`src/rtl/sklansky_adder_pipe.sv`:
```
// Pipelined two's-complement adder/subtractor on a Sklansky parallel-prefix carry network.
// Position 0 of the prefix vectors is the carry-in (bit -1); position i+1 is operand bit i.
// STAGES register stages with a valid/ready handshake and full backpressure.
module sklansky_adder_pipe #(
  parameter int unsigned WIDTH  = 32,
  parameter int unsigned STAGES = 2
) (
  input  logic             clk,
  input  logic             rst_n,
  input  logic             in_valid,
  output logic             in_ready,
  input  logic [WIDTH-1:0] a,
  input  logic [WIDTH-1:0] b,
  input  logic             cin,
  input  logic             sub,
  output logic             out_valid,
  input  logic             out_ready,
  output logic [WIDTH-1:0] sum,
  output logic             cout,
  output logic             ovf
);

  localparam int unsigned N      = WIDTH + 1;
  localparam int unsigned LEVELS = $clog2(N);
  localparam int unsigned NREG   = (STAGES > 1) ? STAGES - 1 : 1;

  // Returns the intermediate stage whose register sits after prefix level lvl (0 if none).
  function automatic int unsigned stage_after(input int unsigned lvl);
    int unsigned k_hit;
    k_hit = 0;
    for (int unsigned k = 1; k < STAGES; k++) begin
      if ((k * LEVELS + STAGES - 1) / STAGES == lvl) k_hit = k;
    end
    return k_hit;
  endfunction

  logic [STAGES:1]             vld;
  logic [STAGES:0]             vin;
  logic [STAGES:1]             rdy;
  logic                        rdy_acc;

  logic [NREG-1:0][N-1:0]      cap_g;
  logic [NREG-1:0][N-1:0]      cap_p;
  logic [NREG-1:0][WIDTH-1:0]  cap_pv;
  logic [NREG-1:0][N-1:0]      pipe_g;
  logic [NREG-1:0][N-1:0]      pipe_p;
  logic [NREG-1:0][WIDTH-1:0]  pipe_pv;

  logic [WIDTH-1:0]            b_eff;
  logic                        c0;
  logic [N-1:0]                g_w;
  logic [N-1:0]                p_w;
  logic [N-1:0]                g_nx;
  logic [N-1:0]                p_nx;
  logic [WIDTH-1:0]            pv_w;
  int unsigned                 sk;

  logic [WIDTH-1:0]            sum_nx;
  logic                        cout_nx;
  logic                        ovf_nx;

  // Incoming valid of each stage: stage k is fed by stage k-1, stage 1 by the input port.
  assign vin       = {vld, in_valid};
  assign in_ready  = rdy[1];
  assign out_valid = vld[STAGES];

  // Combinational ready chain from the output back to the input; no bubbles.
  always_comb begin
    rdy     = '0;
    rdy_acc = out_ready;
    for (int k = int'(STAGES); k >= 1; k--) begin
      rdy_acc = ~vld[k] | rdy_acc;
      rdy[k]  = rdy_acc;
    end
  end

  // Operand conditioning, prefix levels with register cut points, and result formation.
  always_comb begin
    cap_g  = '0;
    cap_p  = '0;
    cap_pv = '0;
    sk     = 0;
    g_nx   = '0;
    p_nx   = '0;
    b_eff  = b ^ {WIDTH{sub}};
    c0     = sub | cin;
    pv_w   = a ^ b_eff;
    g_w    = {a & b_eff, c0};
    p_w    = {pv_w, 1'b0};
    for (int unsigned l = 0; l < LEVELS; l++) begin
      g_nx = g_w;
      p_nx = p_w;
      for (int unsigned i = 0; i < N; i++) begin
        if (((i >> l) & 1) != 0) begin
          g_nx[i] = g_w[i] | (p_w[i] & g_w[((i >> l) << l) - 1]);
          p_nx[i] = p_w[i] & p_w[((i >> l) << l) - 1];
        end
      end
      g_w = g_nx;
      p_w = p_nx;
      sk  = stage_after(l + 1);
      if (sk != 0) begin
        cap_g[sk-1]  = g_w;
        cap_p[sk-1]  = p_w;
        cap_pv[sk-1] = pv_w;
        g_w          = pipe_g[sk-1];
        p_w          = pipe_p[sk-1];
        pv_w         = pipe_pv[sk-1];
      end
    end
    sum_nx  = pv_w ^ g_w[WIDTH-1:0];
    cout_nx = g_w[WIDTH];
    ovf_nx  = g_w[WIDTH] ^ g_w[WIDTH-1];
  end

  // Stage valid bits: load from upstream whenever the stage is ready, else hold.
  always_ff @(posedge clk or negedge rst_n) begin
    if (!rst_n) begin
      vld <= '0;
    end else begin
      for (int k = 1; k <= int'(STAGES); k++) begin
        if (rdy[k]) vld[k] <= vin[k-1];
      end
    end
  end

  // Output data register, cleared by reset and held while stalled.
  always_ff @(posedge clk or negedge rst_n) begin
    if (!rst_n) begin
      sum  <= '0;
      cout <= 1'b0;
      ovf  <= 1'b0;
    end else if (rdy[STAGES] && vin[STAGES-1]) begin
      sum  <= sum_nx;
      cout <= cout_nx;
      ovf  <= ovf_nx;
    end
  end

  // Intermediate (G,P,p) registers; data only, so no reset.
  always_ff @(posedge clk) begin
    for (int k = 1; k < int'(STAGES); k++) begin
      if (rdy[k] && vin[k-1]) begin
        pipe_g[k-1]  <= cap_g[k-1];
        pipe_p[k-1]  <= cap_p[k-1];
        pipe_pv[k-1] <= cap_pv[k-1];
      end
    end
  end

endmodule
```
`config.mk`:
```
export PLATFORM = sky130hd
export DESIGN_NAME = sklansky_adder_pipe
export DESIGN_NICKNAME = d
export VERILOG_FILES = /design/src/rtl/sklansky_adder_pipe.sv
export SDC_FILE = /design/constraint.sdc
export NUM_CORES = 1
export LEC_CHECK = 0
export ABC_CLOCK_PERIOD_IN_PS = 2800
export CORE_ASPECT_RATIO = 1.4
export CORE_UTILIZATION = 40
export CTS_CLUSTER_SIZE = 16
export DETAILED_ROUTE_END_ITERATION = 10
export DONT_BUFFER_PORTS = 1
export GPL_ROUTABILITY_DRIVEN = 0
export GPL_TIMING_DRIVEN = 0
export SETUP_SLACK_MARGIN = 0.3
export SLEW_MARGIN = 20
export SYNTH_ARGS = -nofsm -noshare
export SYNTH_HDL_FRONTEND = slang
export SYNTH_SLANG_ARGS = --single-unit
```
`constraint.sdc`:
```
create_clock -name clk -period 2.8 [get_ports clk]
set_clock_uncertainty 0.05 [all_clocks]
set_input_delay 0.14 -clock clk [delete_from_list [all_inputs] [get_ports clk]]
set_output_delay 0.14 -clock clk [all_outputs]
set_load 0.03 [all_outputs]
```
==> results of run 1 <==
[where the power goes]
part,switching [mW],internal (mW)
combinational,0.375,0.303
clock,0.787,1.45
sequential,0.415,2.25
total,1.58,4.00
[synth_stat cells]
cell,instances,share of area (%)
a21boi_0,3,0.41
nand3_1,4,0.36
o21ai_0,35,3.2
nand2b_1,3,0.34
a21oi_1,19,1.7
or2_1,1,0.11
clkbuf_1,8,0.54
buf_6,2,0.41
xor2_1,54,8.5
o221ai_1,4,0.63
a211o_1,1,0.16
a31o_4,1,0.32
and4_1,3,0.47
edfxtp_1,86,47
and2_1,13,1.5
ha_1,35,7.9
nand2_1,36,2.4
xnor2_1,8,1.3
o22ai_2,1,0.23
o21a_1,1,0.14
inv_1,12,0.81
nor2_1,4,0.27
or2_2,2,0.23
a31oi_1,7,0.79
nor2b_1,1,0.11
nand3b_1,1,0.14
a21o_2,1,0.16
a21o_1,15,2.0
nand4_1,1,0.11
dfrtp_1,36,16
and3_1,9,1.0
mux2_2,4,0.81
buf_2,3,0.27
[state kept, by name, summed over array words and instances (netlist names)]
signal	count
cout	1
ovf	1
pipe_g	33
pipe_p	21
pipe_pv	32
sum	32
vld	2
[what timing repair did]
action / in CTS / in global routing
endpoints found under the setup margin: 0 / 3
buffers inserted: 0 / 0
endpoints found under the hold margin: 77 / 0
hold buffers: 32 / 0
[layout make-up]
type | instances | area, um2 | area share (%)
sequential | 122 | 3483 | 51.61
buffer | 13 | 67.56 | 1.001
inverter | 12 | 45.04 | 0.6674
tap | 182 | 227.7 | 3.374
timing repair buffer | 33 | 350.3 | 5.191
clock buffer | 22 | 505.5 | 7.490
multi-input combinational | 267 | 1959 | 29.03
clock inverter | 10 | 110.1 | 1.631
[worst min-delay path by stage]
stage | slack (ps) | to
floorplan | -210 | cout$_DFFE_PN0P_
global placement | -200 | sum[12]$_DFFE_PN0P_
detailed placement | -200 | sum[12]$_DFFE_PN0P_
CTS | 2 | pipe_pv[3]$_DFFE_PP_
global route | 20 | pipe_g[20]$_DFFE_PP_
finish | 20 | pipe_pv[3]$_DFFE_PP_
[routing by layer]
layer | vias to the layer above | track usage, % | wire length, um
li1 | 1605 | - | -
met1 | 1556 | 16.90 | 4163
met2 | 87 | 28.84 | 5923
met3 | 21 | 6.355 | 586
met4 | 0 | 7.551 | 219
met5 | - | 0 | 0
[stage by stage]
step / worst slack [ps] / setup TNS (ps)
floorplan: 306.2 / 0
global placement: -88.51 / -7225
detailed placement: -70.47 / -169.6
CTS: 372.7 / 0
global route: 238.7 / 0
finish: 430.1 / 0
[logic make-up after synthesis]
group / after synthesis
DFF: 122
and+or+nand+nor: 78
buffers and inverters: 25
muxes: 4
adders and majority gates: 35
AOI/OAI and AO/OA: 88
xor gates and xnor gates: 62
==> results.yml, run 1 <==
run_status:
  status: "finished clean"
synthesis:
  synth_compound_area_share_pct: 9.712
  yosysSeqAreaShare_pct: 62.73
  synth_top_family_by_area: "XOR/XNOR gates"
  ys_warn_count: 0
  syn_nets: 519
  synth_seq_cells: 122
  avgSynthCellArea_um2: 13.41
  muxShareOfSynthArea_pct: 0.8112
  synth_fa_ha_area_share_pct: 7.886
  netlist_instances: 414
  synth-xor-area-share_pct: 9.779
  synthesis.area_um2: 5553
  ys_types: 33
  synth-simple-area-share_pct: 7.053
job:
  cap_viol_max_count: 0
finish:
  fin_cells: 661
  drive_gt1_share_pct: 10.02
  final_nets: 571
  final_util_pct: 50.18
  mostFrequentLayoutCells: "86 x edfxtp_1, 54 x xor2_1, 36 x nand2_1, 36 x dfrtp_1"
  final_area_um2: 6749
  antennaDiodeCount: 0
  syn2layout_area_growth_pct: 21.54
  mostFrequentLayoutCell: "edfxtp_1"
  fill_cells: 1211
worst_setup_path:
  required_ps: 2920
  reg2reg_from: "vld[2]$_DFFE_PN0P_"
  critPathMostFrequentCell: "a21o_1"
  slowest_delay_ps: 480
  critical_path.endpoint: "pipe_g[23]$_DFFE_PP_"
  r2r_slack_ps: 600
  cp.arrival_ps: 2490
  critPathMaxFanout: 10
  crit_start: "sub"
  crit_type: "input port to register"
  rr_endpoint: "pipe_g[14]$_DFFE_PP_"
  r2r_cells: 3
  crit_path_end_kind: "register"
  worst_path_max_delay_cell: "buf_2"
  start_kind: "input port"
  path_buf_inv: 2
  crit_chain: "clkbuf_1 -> buf_2 -> xor2_1 -> ha_1 -> a21o_1 -> a21boi_0 -> o221ai_1 -> a21o_1"
  critical_path_depth: 8
  critPathTopFamily: "compound AO/OA/AOI/OAI gates"
route:
  wl_per_cell_um: 16.48
  drtIter0Drc: 57
  antenna_left: 0
  vias: 3269
  drt_wl_total_mm: 10.89
  post_drt_via_cell_ratio: 4.946
  drc_errors: 0
  firstDrtPassIters: 6
cts:
  insertion_delay_ps: 410
  cts_tree: "done"
  cts_sinks: 122
  clockRootBuffer: "clkbuf_16"
  cts_buffers: 17
  cts_resized: 0
  cts_buffer_depth: 2
  clk_pin_slew_ps: 50
  htree_num_levels: 4
floorplan:
  rows: 50
  dieWidth_um: 101.6
  start_util_pct: 41.28
  io_pins: 106
  die_area_um2: 14360
  core-area_um2: 13450
  die_h_um: 141.4
power:
  ir_worst_vdd_mv: 0.4393
  power_mw: 5.579
  cellLeakagePower_nw: 2.814
  powerDensity_nw_per_um2: 826.6
timing:
  hold_violations: 0
  setup_viol: 0
  max_slew_margin_pct: 61.73
  worstMarginPinSlew_ps: 574.0
  hold_ws_ps: 24.47
  max_clock_freq_mhz: 422.0
  post-route-min-period_ps: 2370
  rsz0062_at_grt: "yes"
  period_share_pct: 84.64
  slew_violations: 0
grt:
  grt.total_usage_pct: 16.41
  grt_pass1_wl_mm: 16.90
  overflow: 0
  first_global_vias: 3270
  antenna_found_initial: 0
  grt_max_degree: 45
place:
  place_hpwl_mm: 7.656
  placement.io_buffers: 0
  place_area_um2: 5803
  dp.cells: 597
min_path:
  hold_start: "a[3]"
  hold_depth: 1
  hp-class: "input port to register"
Power figures use the tool's default switching activity.
==> run 2: changes to the inputs <==
ABC_CLOCK_PERIOD_IN_PS = 2050   (was 2800)
clock period = 2.05 ns   (was 2.8 ns; I/O delays follow)
==> run 2 against run 1 <==
  * Utilization increased by 2.7 points
  * Power up 40%
  * Flip-flop and latch count unchanged
  * Clock power increased by 38%
  * Global-route usage rose by 1.1 points
  * Cell area grew 5.4%
  * Register-to-register slack worse by 470 ps
  * Cell count increased by 3.6%
  * Critical endpoint is now ovf$_DFFE_PN0P_
  * Largest cell class unchanged
  * Highest routed layer unchanged
==> results.yml, run 2 (synthesis gave the netlist of run 1 again) <==
worst_setup_path:
  critPathMaxFanout: 2
  slowest_delay_ps: 410
  critPathTopFamily: "compound AO/OA/AOI/OAI gates"
  path_buf_inv: 2
  critPathMostFrequentCell: "buf_6"
  cp.arrival_ps: 2150
  worst_path_max_delay_cell: "edfxtp_1"
  crit_type: "register to register"
  start_kind: "register"
  crit_chain: "buf_6 -> a211o_1 -> buf_6 -> a31o_4 -> ha_4 -> nor2_4 -> xnor2_1 -> mux2_2"
  required_ps: 2290
  crit_path_end_kind: "register"
timing:
  hold_violations: 0
  max_clock_freq_mhz: 521.7
  max_slew_margin_pct: 52.55
  hold_ws_ps: 24.97
  post-route-min-period_ps: 1917
  setup_slack_ps: 133.4
  rsz0062_at_grt: "yes"
  setup_tns_ps: 0
  slew_violations: 0
  setup_viol: 0
  worstMarginPinSlew_ps: 709.6
  period_share_pct: 93.49
power:
  power_mw: 7.803
  cellLeakagePower_nw: 2.962
  switching_share_pct: 28.13
  ir_worst_vdd_mv: 0.5762
  powerDensity_nw_per_um2: 1097
  comb_power_share_pct: 13.8
  pwr-share-clk_pct: 39.4
  power_frac_seq_pct: 46.7
  intPower_mw: 5.608
  switching_power_mw: 2.195
place:
  place_area_um2: 5867
  dp.cells: 596
  place_hpwl_mm: 7.419
  placement.io_buffers: 0
  dp_slack_ps: -187.1
grt:
  antenna_found_initial: 0
  grt_pass1_wl_mm: 18.19
  overflow: 0
  grt_max_degree: 37
  first_global_vias: 3526
  grt.total_usage_pct: 17.50
finish:
  reg_top3: "pipe_g (33), pipe_pv (32), sum (32)"
  drive_gt1_share_pct: 16.50
  regArea_um2: 3485
  mostFrequentLayoutCells: "86 x edfxtp_1, 53 x xor2_1, 38 x dlygate4sd3_1"
  final_util_pct: 52.90
  final_area_um2: 7116
  final_nets: 595
  largest_register_ffs: 33
  multi_input_area_um2: 2127
  mostFrequentLayoutCell: "edfxtp_1"
  top_register: "pipe_g"
  antennaDiodeCount: 0
  syn2layout_area_growth_pct: 28.14
  fin_cells: 685
  fill_cells: 1140
floorplan:
  die_area_um2: 14360
  io_pins: 106
  die_h_um: 141.4
  start_util_pct: 41.28
  core-area_um2: 13450
  rows: 50
  dieWidth_um: 101.6
cts:
  cts_buffer_depth: 2
  insertion_delay_ps: 400
  htree_num_levels: 4
  cts_sinks: 122
  cts_buffers: 17
  clockRootBuffer: "clkbuf_16"
  clk_pin_slew_ps: 50
  cts_tree: "done"
route:
  drc_errors: 0
  firstDrtPassIters: 4
  vias: 3461
  post_drt_via_cell_ratio: 5.053
  wl_per_cell_um: 17.77
  drt_wl_total_mm: 12.18
  antenna_left: 0
  drtIter0Drc: 128
min_path:
  hp-class: "input port to register"
job:
  cap_viol_max_count: 0
run_status:
  status: "finished clean"
[run 2: power groups by stage]
stage / registers, mW / clock network (mW) / logic [mW]
finish: 3.65 / 3.08 / 1.08
global route: 3.69 / 3.23 / 1.22
detailed placement: 3.70 / 0 / 0.886
CTS: 3.65 / 3.12 / 1.02
global placement: 3.68 / 0 / 0.861
floorplan: 3.62 / 0 / 0.697
[run 2: per-layer routing]
| metal | vias up | part of all wire (%) | global-route usage (%) |
|---|---|---|---|
| met5 | - | 0 | 0 |
| met4 | 0 | 2.5 | 8.009 |
| met3 | 21 | 4.3 | 3.596 |
| met2 | 84 | 56 | 32.36 |
| met1 | 1697 | 38 | 18.68 |
| li1 | 1659 | - | - |
[run 2: cell type report]
cell class,count,share of cell area (%)
plain buffers,13,1.758
clock buffers,20,6.137
clock inverters,12,2.462
inverters,12,0.6330
multi-input cells,274,29.89
flip-flops and latches,122,48.97
well taps,182,3.200
repair buffers,50,6.946
[run 2: timing repair]
| action | in CTS | in global routing |
|---|---|---|
| resized for setup | 8 | 30 |
| setup buffers | 5 | 6 |
| endpoints found under the hold margin | 89 | 11 |
| hold buffers | 38 | 1 |
| pin swaps | 3 | 11 |
| gates cloned | 4 | 3 |
| endpoints found under the setup margin | 118 | 114 |
[run 2: path summary, 6_finish.rpt]
check                                    start                    to  slack, ps  depth (start not counted)
max                        pipe_g[7]$_DFFE_PP_       ovf$_DFFE_PN0P_        130                          8
min                                      b[31]  pipe_g[32]$_DFFE_PP_         20                          2
max reg2reg                pipe_g[7]$_DFFE_PP_       ovf$_DFFE_PN0P_        130                          8
min reg2reg                pipe_g[0]$_DFFE_PP_    sum[0]$_DFFE_PN0P_        490                          2
max in group asynchronous                rst_n    vld[2]$_DFFE_PN0P_       1610                          2
min in group asynchronous                rst_n    sum[4]$_DFFE_PN0P_        140                          2
==> run 3: changes to the inputs <==
ABC_CLOCK_PERIOD_IN_PS = 1600   (was 2050)
GPL_TIMING_DRIVEN = not set   (was 0)
clock period = 1.6 ns   (was 2.05 ns; I/O delays follow)
==> run 3 against run 2 <==
  * The run now ends with negative hold slack, negative setup slack left
  * Highest routed layer unchanged
  * Critical endpoint unchanged
  * Global-route usage down 0.43 points
  * Power increased by 36%
  * Clock power is 31% higher
  * Non-clock buffer count up 46
  * Sequential power is 29% higher
  * First-iteration DRC count decreased by 3.9%
  * Largest cell class unchanged
  * Cell count increased by 5.7%
  * Clock-buffer cell count fell by 3
==> results.yml, run 3 (synthesis gave the netlist of run 1 again) <==
cts:
  insertion_delay_ps: 410
  htree_num_levels: 4
  clockRootBuffer: "clkbuf_16"
  cts_tree: "done"
  clk_pin_slew_ps: 60
  cts_buffer_depth: 2
  cts_buffers: 17
  cts_sinks: 122
finish:
  multi_input_area_um2: 2226
  largest_register_ffs: 33
  syn2layout_area_growth_pct: 42.25
  fill_cells: 1068
  final_nets: 634
  top_register: "pipe_g"
  regArea_um2: 3485
  reg_top3: "pipe_g (33), pipe_pv (32), sum (32)"
  mostFrequentLayoutCell: "edfxtp_1"
  drive_gt1_share_pct: 22.88
  mostFrequentLayoutCells: "86 x edfxtp_1, 53 x xor2_1, 51 x dlygate4sd3_1"
  final_util_pct: 58.73
  antennaDiodeCount: 0
route:
  drt_wl_total_mm: 12.08
  firstDrtPassIters: 4
  vias: 3544
  drc_errors: 0
  post_drt_via_cell_ratio: 4.895
  antenna_left: 0
  drtIter0Drc: 123
  wl_per_cell_um: 16.68
timing:
  hold_violations: 2
  max_slew_margin_pct: 74.16
  rsz0062_at_grt: "yes"
  hold_ws_ps: -15.48
  setup_viol: 12
  setup_slack_ps: -120.9
  post-route-min-period_ps: 1721
  worstMarginPinSlew_ps: 387.7
  max_clock_freq_mhz: 581.1
  slew_violations: 0
  period_share_pct: 107.6
worst_setup_path:
  start_kind: "register"
  critPathMaxFanout: 2
  crit_path_end_kind: "register"
  required_ps: 1850
  crit_type: "register to register"
  cp.arrival_ps: 1970
floorplan:
  dieWidth_um: 101.6
  die_area_um2: 14360
  io_pins: 106
  core-area_um2: 13450
  rows: 50
  die_h_um: 141.4
  start_util_pct: 41.28
run_status:
  violations: "negative hold slack, negative setup slack"
  status: "finished with violations"
grt:
  grt.total_usage_pct: 17.07
  first_global_vias: 3669
  antenna_found_initial: 0
  overflow: 0
  grt_pass1_wl_mm: 18.11
  grt_max_degree: 37
place:
  placement.io_buffers: 0
  place_hpwl_mm: 7.679
power:
  cellLeakagePower_nw: 3.309
  switching_power_mw: 3.020
  ir_worst_vdd_mv: 0.7051
  intPower_mw: 7.560
  power_frac_seq_pct: 44.5
  powerDensity_nw_per_um2: 1339
  pwr-share-clk_pct: 38.1
  comb_power_share_pct: 17.4
  switching_share_pct: 28.54
min_path:
  hp-class: "input port to register"
job:
  cap_viol_max_count: 0
-- run 3: cell types whose count changed in the layout (fill, tap and decap cells not counted), sizes merged --
cell / delta
dlygate4sd3: +13
clkinv: -1
clkinvlp: +2
clkbuf: -5
and2: -6
inv: +2
dlymetal6s4s: +2
nand3b: -1
buf: +33
-- run 3: power by group through the flow --
stage | Clock (mW) | Combinational (mW) | Sequential [mW]
after detailed placement | 0 | 1.31 | 4.77
final | 4.03 | 1.84 | 4.71
after CTS | 4.06 | 1.69 | 4.71
after global routing | 4.21 | 2.04 | 4.76
after floorplan | 0 | 0.973 | 4.67
after global placement | 0 | 1.28 | 4.76
-- run 3: final timing paths --
check | start | end | slack (ps) | cells after the start
setup / recovery | pipe_g[7]$_DFFE_PP_ | ovf$_DFFE_PN0P_ | -120 | 6
max in group asynchronous | rst_n | vld[2]$_DFFE_PN0P_ | 1190 | 2
setup reg to reg | pipe_g[7]$_DFFE_PP_ | ovf$_DFFE_PN0P_ | -120 | 6
min in group asynchronous | rst_n | sum[27]$_DFFE_PN0P_ | 90 | 2
hold reg to reg | pipe_pv[17]$_DFFE_PP_ | sum[17]$_DFFE_PN0P_ | 490 | 2
hold / removal | a[13] | pipe_g[14]$_DFFE_PP_ | -20 | 3
-- run 3: through the flow --
| stage | power [mW] | TNS, ps | instance area, um2 | std cells | setup WS [ps] |
|---|---|---|---|---|---|
| global placement | 6.034 | -90.06 | 6157 | 612 | -90.06 |
| floorplan | 5.642 | -35740 | 5799 | 414 | -396.7 |
| CTS | 10.46 | -111.1 | 7595 | 711 | -92.30 |
| finish | 10.58 | -570.3 | 7899 | 724 | -120.9 |
| global route | 11.01 | -1222 | 7899 | 724 | -153.2 |
| detailed placement | 6.087 | -233.8 | 6157 | 612 | -128.2 |
-- run 3: timing repair --
action	4_1_cts	5_1_grt
resized for setup	20	26
cloned	4	8
hold endpoints to repair	92	0
buffers inserted	9	5
hold buffers	54	0
setup endpoints to repair	86	116
pin swaps	9	20
-- run 3: layout make-up --
cell class | instances | area share [%]
timing repair buffer | 109 | 16.35
clock buffer | 17 | 5.386
clock inverter | 15 | 2.519
tap | 182 | 2.883
inverter | 12 | 0.5703
multi-input combinational | 267 | 28.18
sequential | 122 | 44.12
-- run 3: critical path: stages, from the launching register on --
cell,delay (ps)
edfxtp_1,390
a211o_1,340
a31o_4,250
ha_4,160
nor2_4,90
xnor2_1,70
mux2_2,250
-- run 3: metal layers --
metal,GRT usage (%),up-vias,wire length (um)
met5,0,-,0
li1,-,1734,-
met2,30.94,92,6628
met4,7.857,0,302
met1,17.84,1698,4557
met3,4.926,20,589
